File: config.mk
export PLATFORM = sky130hd
export DESIGN_NAME = ar_br_cr_controlpath_flat
export DESIGN_NICKNAME = d
export VERILOG_FILES = /design/src/rtl/ar_br_cr_controlpath_pkg.sv /design/src/rtl/ar_br_cr_controlpath_if.sv /design/src/rtl/ar_br_cr_controlpath_sat_cnt.sv /design/src/rtl/ar_br_cr_controlpath.sv /design/src/flat_wrapper.sv
export SDC_FILE = /design/constraint.sdc
export NUM_CORES = 1
export LEC_CHECK = 0
export ABC_AREA = 1
export BUFFER_PORTS_ARGS = -buffer_cell sky130_fd_sc_hd__buf_4
export CAP_MARGIN = 40
export CORE_ASPECT_RATIO = 1.2
export CORE_MARGIN = 10
export CORE_UTILIZATION = 30
export CTS_CLUSTER_SIZE = 20
export DETAILED_ROUTE_END_ITERATION = 16
export PLACE_DENSITY_LB_ADDON = 0.2
export SYNTH_ARGS = -nofsm -noshare
export SYNTH_HDL_FRONTEND = slang
export SYNTH_SLANG_ARGS = --single-unit
File: constraint.sdc
create_clock -name clk -period 1.45 [get_ports clk]
set_clock_uncertainty 0.2 [all_clocks]
set_input_delay 0.0725 -clock clk [delete_from_list [all_inputs] [get_ports clk]]
set_output_delay 0.0725 -clock clk [all_outputs]
set_load 0.02 [all_outputs]
File: src/rtl/ar_br_cr_controlpath_pkg.sv
// Shared types and constants for the AR/BR/CR control FSM.
// Optional counters are enabled with the AR_BR_CR_OP_COUNT_EN macro.
package ar_br_cr_pkg;

    typedef enum logic [2:0] {
        IDLE = 3'd0,
        LOAD = 3'd1,
        EVAL = 3'd2,
        DIV  = 3'd3,
        MUL  = 3'd4,
        CLR  = 3'd5,
        DONE = 3'd6
    } state_t;

    // {AR_neg, AR_pos, AR_zero} patterns accepted at EVAL
    localparam logic [2:0] FLAG_NEG  = 3'b100;
    localparam logic [2:0] FLAG_POS  = 3'b010;
    localparam logic [2:0] FLAG_ZERO = 3'b001;

    localparam int CNT_W_DEF = 8;

    localparam int OP_DIV = 0;
    localparam int OP_MUL = 1;
    localparam int OP_CLR = 2;

endpackage

File: src/rtl/ar_br_cr_controlpath_if.sv
// Sequencer handshake, datapath status/strobes and operation counters.
interface ar_br_cr_controlpath_if #(
    parameter int CNT_W = 8
);
    logic             start;
    logic             AR_neg;
    logic             AR_pos;
    logic             AR_zero;
    logic             load_AR_BR;
    logic             div_AR_T_CR;
    logic             mul_BR_T_CR;
    logic             clr_CR;
    logic             busy;
    logic             done;
    logic             err;
    logic [CNT_W-1:0] cnt_div;
    logic [CNT_W-1:0] cnt_mul;
    logic [CNT_W-1:0] cnt_clr;

    modport master (
        output start, AR_neg, AR_pos, AR_zero,
        input  load_AR_BR, div_AR_T_CR, mul_BR_T_CR, clr_CR,
        input  busy, done, err, cnt_div, cnt_mul, cnt_clr
    );

    modport slave (
        input  start, AR_neg, AR_pos, AR_zero,
        output load_AR_BR, div_AR_T_CR, mul_BR_T_CR, clr_CR,
        output busy, done, err, cnt_div, cnt_mul, cnt_clr
    );
endinterface

File: src/rtl/ar_br_cr_controlpath_sat_cnt.sv
// Unsigned up-counter that sticks at all-ones; cleared only by reset.
module ar_br_cr_sat_cnt #(
    parameter int W = 8
) (
    input  logic         clk,
    input  logic         reset,
    input  logic         inc,
    output logic [W-1:0] count_o
);
    logic [W-1:0] count_q;
    logic [W-1:0] count_d;

    always_comb begin
        count_d = count_q;
        if (inc && (count_q != {W{1'b1}})) begin
            count_d = count_q + W'(1);
        end
    end

    always_ff @(posedge clk) begin
        if (reset) begin
            count_q <= '0;
        end else begin
            count_q <= count_d;
        end
    end

    assign count_o = count_q;
endmodule

File: src/rtl/ar_br_cr_controlpath.sv
// Control FSM for the AR/BR/CR datapath: load, evaluate AR status, one CR op, done handshake.
// Per-branch completion counters are built only when AR_BR_CR_OP_COUNT_EN is defined.
module ar_br_cr_controlpath
    import ar_br_cr_pkg::*;
#(
    parameter int CNT_W = CNT_W_DEF
) (
    input  logic                  clk,
    input  logic                  reset,
    ar_br_cr_controlpath_if.slave bus
);
    state_t     state_q;
    state_t     state_d;
    logic       err_q;
    logic       err_d;
    logic [2:0] flags;

    assign flags = {bus.AR_neg, bus.AR_pos, bus.AR_zero};

    always_ff @(posedge clk) begin
        if (reset) begin
            state_q <= IDLE;
            err_q   <= 1'b0;
        end else begin
            state_q <= state_d;
            err_q   <= err_d;
        end
    end

    always_comb begin
        state_d = state_q;
        err_d   = err_q;
        case (state_q)
            IDLE: begin
                if (bus.start) begin
                    state_d = LOAD;
                    err_d   = 1'b0;
                end
            end
            LOAD: state_d = EVAL;
            EVAL: begin
                case (flags)
                    FLAG_NEG:  state_d = DIV;
                    FLAG_POS:  state_d = MUL;
                    FLAG_ZERO: state_d = CLR;
                    default: begin
                        // inconsistent status: take the harmless clear and flag it
                        state_d = CLR;
                        err_d   = 1'b1;
                    end
                endcase
            end
            DIV, MUL, CLR: state_d = DONE;
            DONE: begin
                if (!bus.start) begin
                    state_d = IDLE;
                end
            end
            default: state_d = IDLE;
        endcase
    end

    always_comb begin
        bus.load_AR_BR  = 1'b0;
        bus.div_AR_T_CR = 1'b0;
        bus.mul_BR_T_CR = 1'b0;
        bus.clr_CR      = 1'b0;
        bus.done        = 1'b0;
        bus.busy        = (state_q != IDLE);
        case (state_q)
            LOAD:    bus.load_AR_BR  = 1'b1;
            DIV:     bus.div_AR_T_CR = 1'b1;
            MUL:     bus.mul_BR_T_CR = 1'b1;
            CLR:     bus.clr_CR      = 1'b1;
            DONE:    bus.done        = 1'b1;
            default: ;
        endcase
    end

    assign bus.err = err_q;

`ifdef AR_BR_CR_OP_COUNT_EN
    logic [2:0]       cnt_inc;
    logic [CNT_W-1:0] cnt_val [3];

    assign cnt_inc[OP_DIV] = (state_q == DIV);
    assign cnt_inc[OP_MUL] = (state_q == MUL);
    assign cnt_inc[OP_CLR] = (state_q == CLR);

    generate
        for (genvar gi = 0; gi < 3; gi++) begin : g_cnt
            ar_br_cr_sat_cnt #(
                .W(CNT_W)
            ) u_cnt (
                .clk    (clk),
                .reset  (reset),
                .inc    (cnt_inc[gi]),
                .count_o(cnt_val[gi])
            );
        end
    endgenerate

    assign bus.cnt_div = cnt_val[OP_DIV];
    assign bus.cnt_mul = cnt_val[OP_MUL];
    assign bus.cnt_clr = cnt_val[OP_CLR];
`else
    assign bus.cnt_div = {CNT_W{1'b0}};
    assign bus.cnt_mul = {CNT_W{1'b0}};
    assign bus.cnt_clr = {CNT_W{1'b0}};
`endif

endmodule

File: src/flat_wrapper.sv
// flat-port wrapper written by rule: the top's interface ports become plain ports
module ar_br_cr_controlpath_flat import ar_br_cr_pkg::*;
#(
    parameter int CNT_W = CNT_W_DEF
)
  (clk, reset, bus_start, bus_AR_neg, bus_AR_pos, bus_AR_zero, bus_load_AR_BR, bus_div_AR_T_CR, bus_mul_BR_T_CR, bus_clr_CR, bus_busy, bus_done, bus_err, bus_cnt_div, bus_cnt_mul, bus_cnt_clr);
  ar_br_cr_controlpath_if #(.CNT_W(CNT_W)) bus_i ();
  input  logic clk;
  input  logic reset;
  input wire logic [$bits(bus_i.start)-1:0] bus_start;
  input wire logic [$bits(bus_i.AR_neg)-1:0] bus_AR_neg;
  input wire logic [$bits(bus_i.AR_pos)-1:0] bus_AR_pos;
  input wire logic [$bits(bus_i.AR_zero)-1:0] bus_AR_zero;
  output wire logic [$bits(bus_i.load_AR_BR)-1:0] bus_load_AR_BR;
  output wire logic [$bits(bus_i.div_AR_T_CR)-1:0] bus_div_AR_T_CR;
  output wire logic [$bits(bus_i.mul_BR_T_CR)-1:0] bus_mul_BR_T_CR;
  output wire logic [$bits(bus_i.clr_CR)-1:0] bus_clr_CR;
  output wire logic [$bits(bus_i.busy)-1:0] bus_busy;
  output wire logic [$bits(bus_i.done)-1:0] bus_done;
  output wire logic [$bits(bus_i.err)-1:0] bus_err;
  output wire logic [$bits(bus_i.cnt_div)-1:0] bus_cnt_div;
  output wire logic [$bits(bus_i.cnt_mul)-1:0] bus_cnt_mul;
  output wire logic [$bits(bus_i.cnt_clr)-1:0] bus_cnt_clr;
  assign bus_i.start = bus_start;
  assign bus_i.AR_neg = bus_AR_neg;
  assign bus_i.AR_pos = bus_AR_pos;
  assign bus_i.AR_zero = bus_AR_zero;
  assign bus_load_AR_BR = bus_i.load_AR_BR;
  assign bus_div_AR_T_CR = bus_i.div_AR_T_CR;
  assign bus_mul_BR_T_CR = bus_i.mul_BR_T_CR;
  assign bus_clr_CR = bus_i.clr_CR;
  assign bus_busy = bus_i.busy;
  assign bus_done = bus_i.done;
  assign bus_err = bus_i.err;
  assign bus_cnt_div = bus_i.cnt_div;
  assign bus_cnt_mul = bus_i.cnt_mul;
  assign bus_cnt_clr = bus_i.cnt_clr;
  ar_br_cr_controlpath #(.CNT_W(CNT_W)) u_core (.clk(clk), .reset(reset), .bus(bus_i));
endmodule
; Word-level counts from Yosys, hierarchy flattened
; Cells that the tools add are included.
[totals]
ff_bits = 4
word_cells = 33
output_inout_bits = 31
inputBits = 6
[op_classes]
n_eq_ne = 12
mux = 12
n_reduce_logical = 7
[ops]
columns = operator, count
row1 = $pmux 3 s5, 1
row2 = $eq 3x3->1 const B, 4
row3 = $eq 3x2->1 const B, 3
row4 = $mux 1, 7
row5 = $eq 3x1->1 const B, 2
row6 = $mux 3, 2
row7 = $ne 2x2->1 const B, 3
row8 = $pmux 3 s2, 1
row9 = $reduce_or 3->1, 2
row10 = $logic_not 3->1, 1
row11 = $reduce_and 3->1, 1
row12 = $reduce_bool 3->1, 1
row13 = $pmux 1 s2, 1
row14 = $reduce_and 2->1, 1
row15 = $reduce_bool 2->1, 1

; Depth between registers and ports, before layout
; Gate-level depths: netlist of run 1.
[logic_depth]
ltp_word = 4
depth_mapped = 7
mapped_depth_nobuf = 7

; Least setup slack after synthesis of run 1
; OpenSTA, ideal clock, no wires.
[synth_timing]
path_type = reg-to-reg
start = reg u_core.state_q[2]
end = reg u_core.state_q[1]
setup_time_ps = 56
t_arrival_ps = 944
synth_period_minus_slack_ps = 1200
stages_incl_launch_ff = 7
t_required_ps = 1194
setup_slack_ps = 250
n_path_buf = 0
path_cell_list = dfxtp_1 > nand2_1 > nor2_2 > nand2_1 > nand3b_1 > nand2_1 > inv_1
[synth_between]
elab_chain_cells = 3
word_cells_on_any_way = 12
cone_classes = eq/ne (8) / mux (1) / reduce/logical (3)
[synth_rtl]
columns = element, line_no
row1 = start: declaration, ar_br_cr_controlpath.sv:12  ; state_t state_q;
row2 = start signal: assignment, ar_br_cr_controlpath.sv:25  ; state_q <= state_d;
row3 = "$eq 3x2->1, or another cell as far along", ar_br_cr_controlpath.sv:33  ; case (state_q)
row4 = $reduce_or 3->1 or $ne 2x2->1 (tied branches), -
row5 = $pmux 3 s5 or $reduce_and 2->1 (tied branches), -
; Parallel ways exist; a longest one is shown, timed or not.
; A chain may end at the register's enable or synchronous reset.

; Worst setup path after layout of run 1
[layout_timing]
start = reg u_core.state_q[0]
end = out bus_busy
[layout_between]
elab_chain_cells = 1
[layout_rtl]
columns = element, line_no
row1 = $reduce_bool 3->1, ar_br_cr_controlpath.sv:69  ; bus.busy = (state_q != IDLE);
row2 = end: declaration, flat_wrapper.sv:18  ; output wire logic [$bits(bus_i.busy)-1:0] bus_busy;
; No other way between the ends.

==> impl_metrics.env, run 1 <==
export IMPL_status="complete, no violations"
export IMPL_start_util=0.323
export IMPL_vias=399
export IMPL_worst_path_max_fanout=5
export IMPL_routed_wl_um=1030
export IMPL_synth_area_leaders="buf_4 38%, dfxtp_1 17%, nand2_1 10%, inv_1 8.7%, nor2_1 5.6%"
export IMPL_pwr_share_comb=0.614
export IMPL_antenna_found_initial=0
export IMPL_cp_cell_sequence="nor2_2 > nand2_1 > buf_4"
export IMPL_core_mm2=0.00146
export IMPL_clkSinkCount=4
export IMPL_ys_types=14
export IMPL_insertion_delay_ns=0.24
export IMPL_grt_first_pass_wirelength_um=1690
export IMPL_port_buffers=12
export IMPL_drt_met1_wl_um=391
export IMPL_worstSetupEndpointType="output pin"
export IMPL_critPathRequiredTime_ns=1.18
export IMPL_pwr_share_seq=0.231
export IMPL_hpwl_um=923
export IMPL_fin_setup_tns_ns=0
export IMPL_cts_clk_slew_worst_paths_ns=0.04
export IMPL_synth_top_family_by_area="buffers and inverters"
export IMPL_reg2reg_from="u_core.state_q[1]"
export IMPL_hold_violations=0
export IMPL_synth_edf_count=0
export IMPL_ys_seq_area_frac=0.169
export IMPL_swShare=0.506
export IMPL_final_nets=100
export IMPL_cts_tree="built"
export IMPL_synth_top_area_cell="buf_4"
export IMPL_hold_class="input port to flop"
export IMPL_async_flop_share=0
export IMPL_ys_warn_count=0
export IMPL_p_leak_nw=0.329
export IMPL_fmax_mhz=753
export IMPL_met2WireLength_um=479
export IMPL_grt_max_degree=6
export IMPL_syn_to_final_growth_pct=12.7
export IMPL_avgViaCountPerCell=3.66
export IMPL_yosys_cell_count_top_type="buf_4"
export IMPL_crit_path_top_delay_cell="dfxtp_1"
export IMPL_ys_seq_elements=4
export IMPL_ios=37
export IMPL_n_antenna_cell=0
export IMPL_wire_per_inst_um=9.49
export IMPL_rows=15
export IMPL_groute_usage_overall=0.0564
export IMPL_holdCritStartpoint="bus_AR_zero"
export IMPL_setup_viol=0
export IMPL_gr_total_overflow=0
export IMPL_drv_slew=0
export IMPL_die_h_um=63.5
export IMPL_synth_simple_area_share=0.294
export IMPL_syn_area_um2=473
export IMPL_pwr_share_clk=0.155
export IMPL_drt_drc_violations_left=0
export IMPL_numCtsBuffers=3
export IMPL_postCtsSetupBuffers=0
export IMPL_worstHoldEndpoint="u_core.bus.err"
export IMPL_yosys_most_used_dff="dfxtp_1"
export IMPL_hold_ws_ns=0.0302
export IMPL_powerDensity_mw_per_mm2=1710
export IMPL_synthMuxAreaShare=0
export IMPL_start_kind="flop"
export IMPL_p_int_mw=0.450
export IMPL_die_area_mm2=0.00357
export IMPL_worst_r2r_cell_count=7
export IMPL_reg2reg_to="u_core.state_q[2]"
export IMPL_chipWidth_um=56.2
export IMPL_r2r_setup_slack_ns=0.26
export IMPL_ant_nets=0
export IMPL_highest_signal_layer="met3"
export IMPL_avgSynthCellArea_um2=6.22
export IMPL_min_path_cells=6
export IMPL_cap_violations=0
export IMPL_cpPeakStageDelay_ns=0.36
export IMPL_period_share=0.916
export IMPL_gp_congestion=0.811
export IMPL_synth_top_cells_by_count="24 x buf_4, 13 x nand2_1, 11 x inv_1, 7 x nor2_1, 5 x nand3_1"
export IMPL_cts_path_max_buffers=2
export IMPL_root_buffer="clkbuf_4"
export IMPL_synth_compound_area_frac=0.0450
export IMPL_peakVddDrop_mv=0.441
export IMPL_cp_data_arrival_time_ns=1.06
export IMPL_p_switching_mw=0.460
export IMPL_htree_num_levels=1
export IMPL_yosysTopAreaCellShare=0.381
export IMPL_path_class="flop to output pin"
export IMPL_synthAdderAreaFrac=0
export IMPL_syn_inst=76
export IMPL_first_iter_violations=6
export IMPL_first_global_vias=431
export IMPL_met3_wirelength_um=163
export IMPL_synth_xor_area_frac=0
export IMPL_post_route_min_period_ns=1.33
export IMPL_rsz0062_at_grt="false"
export IMPL_drt_first_pass_iters=4
export IMPL_layout_drive_gt1_share=0.261
layout by cell type, fill, tap and decap left out, types with 3 or more instances in the layout:
| master | Yosys | routed |
|---|---|---|
| inv_2 | 2 | 3 |
| nand2_1 | 13 | 13 |
| conb_1 | 1 | 24 |
| clkbuf_4 | 0 | 3 |
| nor2_2 | 3 | 3 |
| dfxtp_1 | 4 | 4 |
| inv_1 | 11 | 10 |
| buf_4 | 24 | 12 |
| nand3_1 | 5 | 5 |
| nor2_1 | 7 | 7 |
cell type report:
class	count	area (um2)
Timing Repair Buffer	14	110
Tap cell	17	21.3
Sequential cell	4	80.1
Clock buffer	3	22.5
Multi-Input combinational cell	58	250
Inverter	13	48.8
Fill cell	181	931
repair_timing:
item | CTS | global route
setup endpoints to repair | 0 | 1
hold buffers | 2 | 0
resized for setup | 0 | 1
endpoints found under the hold margin | 4 | 0
flip-flops by register name (all words and copies together), names as in the netlist:
register and cells:
u_core.bus.err 1, u_core.state_q 3
layer usage:
metal,GRT usage,vias up
met5,0,-
met1,0.0532,158
met3,0.0321,0
li1,-,215
met2,0.0833,26
met4,0.0542,0
kinds of logic (layout without fill, tap and decap cells):
group,after synthesis,after routing
flops,4,4
other cells,1,24
buf+inv,37,30
simple gates,31,31
compound gates,3,3
metrics by stage:
| stage | total power, mW | utilization | cell area, um2 | setup slack (ns) | instances |
|---|---|---|---|---|---|
| after floorplan | 0.643 | - | 559 | 0.250 | 99 |
| after global placement | 0.769 | 0.335 | 490 | 0.213 | 104 |
| after detailed placement | 0.766 | 0.335 | 490 | 0.219 | 104 |
| after CTS | 0.918 | 0.364 | 533 | 0.0768 | 109 |
| after global routing | 1.00 | 0.364 | 533 | 0.0481 | 109 |
| final | 0.910 | 0.364 | 533 | 0.121 | 109 |
critical path, delay by kind of cell, from the launching register on:
| kind | cells | cell delay, ns |
|---|---|---|
| simple gates | 2 | 0.30 |
| buf+inv | 1 | 0.17 |
| flops | 1 | 0.36 |
worst max-delay path by stage:
| stage | start | endpoint | depth (start not counted) |
|---|---|---|---|
| after floorplan | u_core.state_q[2] | u_core.state_q[1] | 6 |
| after global placement | u_core.state_q[1] | u_core.state_q[2] | 7 |
| after detailed placement | u_core.state_q[1] | u_core.state_q[2] | 7 |
| after CTS | u_core.state_q[1] | bus_clr_CR | 4 |
| after global routing | u_core.state_q[0] | bus_div_AR_T_CR | 3 |
| final | u_core.state_q[0] | bus_busy | 3 |
power by group through the flow:
stage          Clock, mW  Sequential [mW]  Combinational, mW
2_1_floorplan          0            0.207              0.436
3_3_place_gp           0            0.209              0.560
3_5_place_dp           0            0.209              0.557
4_1_cts            0.148            0.207              0.563
5_1_grt            0.149            0.219              0.632
6_report           0.141            0.210              0.559
(Power assumes the default switching activity.)
==> inputs of run 2 (changes only) <==
--- a/config.mk
+++ b/config.mk
@@ -11,6 +11,7 @@
 export CORE_ASPECT_RATIO = 1.2
 export CORE_MARGIN = 10
 export CORE_UTILIZATION = 30
+export CTS_BUF_LIST = sky130_fd_sc_hd__clkbuf_8 sky130_fd_sc_hd__clkbuf_16
 export CTS_CLUSTER_SIZE = 20
 export DETAILED_ROUTE_END_ITERATION = 16
 export PLACE_DENSITY_LB_ADDON = 0.2
==> impl_metrics.env, run 2 (synthesized netlist as in run 1, its figures left out) <==
export IMPL_status="complete, no violations"
export IMPL_cts_tree="built"
export IMPL_p_leak_nw=0.337
export IMPL_start_util=0.323
export IMPL_cts_clk_slew_worst_paths_ns=0.03
export IMPL_crit_path_top_delay_cell="dfxtp_1"
export IMPL_layout_cells_most_common_list="24 x conb_1, 13 x nand2_1, 12 x buf_4, 11 x inv_1, 7 x nor2_1"
export IMPL_gr_total_overflow=0
export IMPL_postCtsResizedCells=0
export IMPL_die_area_mm2=0.00357
export IMPL_hold_ws_ns=0.0471
export IMPL_worstSetupEndpointType="output pin"
export IMPL_r2r_setup_slack_ns=0.22
export IMPL_rsz0062_at_grt="false"
export IMPL_avgViaCountPerCell=3.67
export IMPL_fmax_mhz=745
export IMPL_ant_nets=0
export IMPL_htree_num_levels=1
export IMPL_drv_slew=0
export IMPL_postCtsSetupBuffers=0
export IMPL_peakVddDrop_mv=0.476
export IMPL_hold_violations=0
export IMPL_fin_setup_tns_ns=0
export IMPL_cap_violations=0
export IMPL_first_iter_violations=5
export IMPL_groute_usage_overall=0.0592
export IMPL_crit_family="flip-flops"
export IMPL_worst_path_buf_inv=2
export IMPL_rows=15
export IMPL_final_common_cell="conb_1"
export IMPL_hpwl_um=923
export IMPL_period_share=0.925
export IMPL_gp_congestion=0.811
export IMPL_antenna_found_initial=0
export IMPL_drt_first_pass_iters=3
export IMPL_largest_reg_flops=3
export IMPL_wire_per_inst_um=9.66
export IMPL_cp_data_arrival_time_ns=1.07
export IMPL_layout_drive_gt1_share=0.250
export IMPL_cts_path_max_buffers=2
export IMPL_vias=400
export IMPL_port_buffers=12
export IMPL_ios=37
export IMPL_syn_to_final_growth_pct=16.7
export IMPL_critPathRequiredTime_ns=1.18
export IMPL_die_h_um=63.5
export IMPL_numCtsBuffers=3
export IMPL_largest_register="u_core.state_q"
export IMPL_start_kind="flop"
export IMPL_worst_path_max_fanout=5
export IMPL_first_global_vias=430
export IMPL_hold_class="input port to flop"
export IMPL_cp_cell_sequence="inv_1 > nand2_2 > nor2_1 > buf_4"
export IMPL_cpPeakStageDelay_ns=0.33
export IMPL_core_mm2=0.00146
export IMPL_path_class="flop to output pin"
export IMPL_drt_drc_violations_left=0
export IMPL_final_nets=100
export IMPL_root_buffer="clkbuf_8"
export IMPL_insertion_delay_ns=0.22
export IMPL_powerDensity_mw_per_mm2=1820
export IMPL_n_antenna_cell=0
export IMPL_chipWidth_um=56.2
export IMPL_post_route_min_period_ns=1.34
export IMPL_setup_viol=0
export IMPL_clkSinkCount=4
export IMPL_grt_first_pass_wirelength_um=1710
export IMPL_grt_max_degree=6
export IMPL_routed_wl_um=1050
==> run 2: changes by cell type in the layout (fill, tap and decap cells not counted) <==
cell	previous run	this run
inv_1	10	11
inv_2	3	2
clkbuf_4	3	0
clkbuf_8	0	3
==> run 2: what timing repair did <==
item	4_1_cts	5_1_grt
hold buffers	2	0
setup endpoints to repair	0	0
hold endpoints to repair	4	0
==> run 2: worst min-delay path: cells and delay by family <==
family	cells	cell delay (ns)
AO/OA/AOI/OAI	1	0.04
buffers and inverters	2	0.11
AND/OR/NAND/NOR	3	0.19
==> run 2: final timing paths <==
kind | startpoint | endpoint | cells past startpoint
max | u_core.state_q[1] | bus_clr_CR | 4
min | bus_AR_zero | u_core.bus.err | 6
max reg2reg | u_core.state_q[1] | u_core.state_q[2] | 7
min reg2reg | u_core.bus.err | u_core.bus.err | 2
==> run 2: report_power, final <==
part | switching, mW | internal (mW)
sequential | 0.0521 | 0.156
combinational | 0.358 | 0.201
clock | 0.0633 | 0.177
==> run 2: per-stage QoR <==
stage	util	worst slack (ns)	area, um2	total power, mW	std cells
3_5_place_dp	0.335	0.219	490	0.766	104
3_3_place_gp	0.335	0.213	490	0.769	104
4_1_cts	0.377	0.0985	552	1.02	109
6_report	0.377	0.108	552	1.01	109
5_1_grt	0.377	0.0122	552	1.10	109
2_1_floorplan	-	0.250	559	0.643	99
==> run 2: layout make-up <==
class / count / area, um2
tap: 17 / 21.3
multi-input combinational: 58 / 250
sequential: 4 / 80.1
fill: 177 / 912
inverter: 13 / 48.8
clock buffer: 3 / 41.3
timing repair buffer: 14 / 110
==> run 2: layer usage <==
| layer | wire [um] | track usage | vias up | share of wire |
|---|---|---|---|---|
| li1 | - | - | 212 | - |
| met2 | 455 | 0.0847 | 26 | 0.43 |
| met1 | 395 | 0.0532 | 158 | 0.38 |
| met4 | 40 | 0.0633 | 0 | 0.038 |
| met3 | 161 | 0.0381 | 4 | 0.15 |
| met5 | 0 | 0 | - | 0 |
==> inputs of run 3 (changes only) <==
--- a/config.mk
+++ b/config.mk
@@ -12,9 +12,11 @@
 export CORE_MARGIN = 10
 export CORE_UTILIZATION = 30
 export CTS_BUF_LIST = sky130_fd_sc_hd__clkbuf_8 sky130_fd_sc_hd__clkbuf_16
+export CTS_CLUSTER_DIAMETER = 80
 export CTS_CLUSTER_SIZE = 20
 export DETAILED_ROUTE_END_ITERATION = 16
 export PLACE_DENSITY_LB_ADDON = 0.2
+export SETUP_SLACK_MARGIN = 0.15
 export SYNTH_ARGS = -nofsm -noshare
 export SYNTH_HDL_FRONTEND = slang
 export SYNTH_SLANG_ARGS = --single-unit
==> impl_metrics.env, run 3 (synthesized netlist as in run 1, its figures left out) <==
export IMPL_p_int_mw=0.573
export IMPL_swShare=0.470
export IMPL_cpPeakStageDelay_ns=0.36
export IMPL_groute_usage_overall=0.0596
export IMPL_die_h_um=63.5
export IMPL_numCtsBuffers=3
export IMPL_fin_setup_tns_ns=0
export IMPL_drt_drc_violations_left=0
export IMPL_hold_class="input port to flop"
export IMPL_worst_path_max_fanout=5
export IMPL_dp_cells=104
export IMPL_drv_slew=0
export IMPL_ios=37
export IMPL_largest_reg_flops=3
export IMPL_crit_path_top_delay_cell="dfxtp_4"
export IMPL_grt_first_pass_wirelength_um=1730
export IMPL_start_kind="flop"
export IMPL_pwr_share_clk=0.223
export IMPL_path_class="flop to output pin"
export IMPL_fin_cells=109
export IMPL_setup_ws_ns=0.203
export IMPL_avgViaCountPerCell=3.69
export IMPL_first_global_vias=432
export IMPL_post_place_ws_ns=0.219
export IMPL_fmax_mhz=802
export IMPL_ant_nets=0
export IMPL_cts_clk_slew_worst_paths_ns=0.03
export IMPL_cp_data_arrival_time_ns=0.97
export IMPL_final_common_cell="conb_1"
export IMPL_die_area_mm2=0.00357
export IMPL_period_share=0.860
export IMPL_cts_path_max_buffers=2
export IMPL_p_switching_mw=0.509
export IMPL_pwr_share_comb=0.551
export IMPL_cap_violations=0
export IMPL_final_cell_area_um2=578
export IMPL_insertion_delay_ns=0.22
export IMPL_pwr_share_seq=0.226
export IMPL_vias=402
export IMPL_peakVddDrop_mv=0.484
export IMPL_final_nets=100
export IMPL_start_util=0.323
export IMPL_hpwl_um=923
export IMPL_drt_first_pass_iters=4
export IMPL_powerDensity_mw_per_mm2=1870
export IMPL_root_buffer="clkbuf_8"
export IMPL_finish_utilization=0.395
export IMPL_core_mm2=0.00146
export IMPL_syn_to_final_growth_pct=22.2
export IMPL_gr_total_overflow=0
export IMPL_routed_wl_um=1080
export IMPL_antenna_found_initial=0
export IMPL_n_antenna_cell=0
export IMPL_clkSinkCount=4
export IMPL_htree_num_levels=1
export IMPL_cts_tree="built"
export IMPL_hold_violations=0
export IMPL_layout_drive_gt1_share=0.326
export IMPL_placed_cell_area_um2=490
export IMPL_nFillCells=178
export IMPL_setup_viol=0
export IMPL_rsz0062_at_grt="false"
export IMPL_worstSetupEndpointType="output pin"
export IMPL_port_buffers=12
export IMPL_wire_per_inst_um=9.92
export IMPL_layout_cells_most_common_list="24 x conb_1, 12 x nand2_1, 12 x buf_4, 10 x inv_1"
export IMPL_grt_max_degree=6
export IMPL_p_leak_nw=0.342
export IMPL_status="complete, no violations"
export IMPL_cp_cell_sequence="nor2_4 > nand2_1 > buf_4"
export IMPL_first_iter_violations=4
export IMPL_gp_congestion=0.811
export IMPL_rows=15
export IMPL_largest_register="u_core.state_q"
export IMPL_post_route_min_period_ns=1.25
export IMPL_chipWidth_um=56.2
export IMPL_critPathRequiredTime_ns=1.18
run 3: cell types whose count changed in the layout (fill, tap and decap cells not counted):
cell,before,now
inv_2,2,3
nor2_2,3,4
dfxtp_4,0,2
nand2_1,13,12
inv_1,11,10
nor2_1,7,5
dfxtp_1,4,1
nand2_4,0,1
dfxtp_2,0,1
nor2_4,0,1
run 3: power groups by stage:
| stage | registers, mW | logic [mW] | clock network, mW |
|---|---|---|---|
| 2_1_floorplan | 0.207 | 0.436 | 0 |
| 3_3_place_gp | 0.209 | 0.560 | 0 |
| 3_5_place_dp | 0.209 | 0.557 | 0 |
| 4_1_cts | 0.212 | 0.564 | 0.246 |
| 5_1_grt | 0.258 | 0.674 | 0.247 |
| 6_report | 0.245 | 0.596 | 0.241 |
run 3: area by class of cell:
type                            instances  area, um2  share of cell area
Multi-Input combinational cell         58        268               0.463
Sequential cell                         4       88.8               0.154
Inverter                               13       48.8              0.0844
Clock buffer                            3       41.3              0.0714
Tap cell                               17       21.3              0.0368
Timing Repair Buffer                   14        110               0.190
run 3: worst max-delay path, delay by kind of cell (launching register included):
family,cells,cell delay (ns)
AND/OR/NAND/NOR,2,0.23
buffers and inverters,1,0.16
flip-flops,1,0.36
run 3: worst paths after layout:
path | startpoint | to | slack [ns] | cells after the start
max | u_core.state_q[0] | bus_busy | 0.20 | 3
min | bus_AR_zero | u_core.bus.err | 0.05 | 6
max reg2reg | u_core.state_q[1] | u_core.state_q[2] | 0.31 | 7
min reg2reg | u_core.bus.err | u_core.bus.err | 0.26 | 2
run 3: metrics by stage:
step	hold slack [ns]	power [mW]
2_1_floorplan	0.0224	0.643
3_3_place_gp	0.127	0.769
3_5_place_dp	0.129	0.766
4_1_cts	0.0478	1.02
5_1_grt	0.104	1.18
6_report	0.0469	1.08
run 3: routing by layer:
metal  share of wire  up-vias  track usage
met1            0.36      160       0.0532
met2            0.45       26       0.0861
met5               0        -            0
met3            0.16        4       0.0381
met4           0.037        0       0.0633
li1                -      212            -
run 3: what timing repair did:
item / CTS / global route
gates cloned: 0 / 0
hold endpoints to repair: 4 / 0
setup buffers: 0 / 0
hold buffers: 2 / 0
resized for setup: 2 / 9
setup endpoints to repair: 5 / 7
pin swaps: 0 / 1
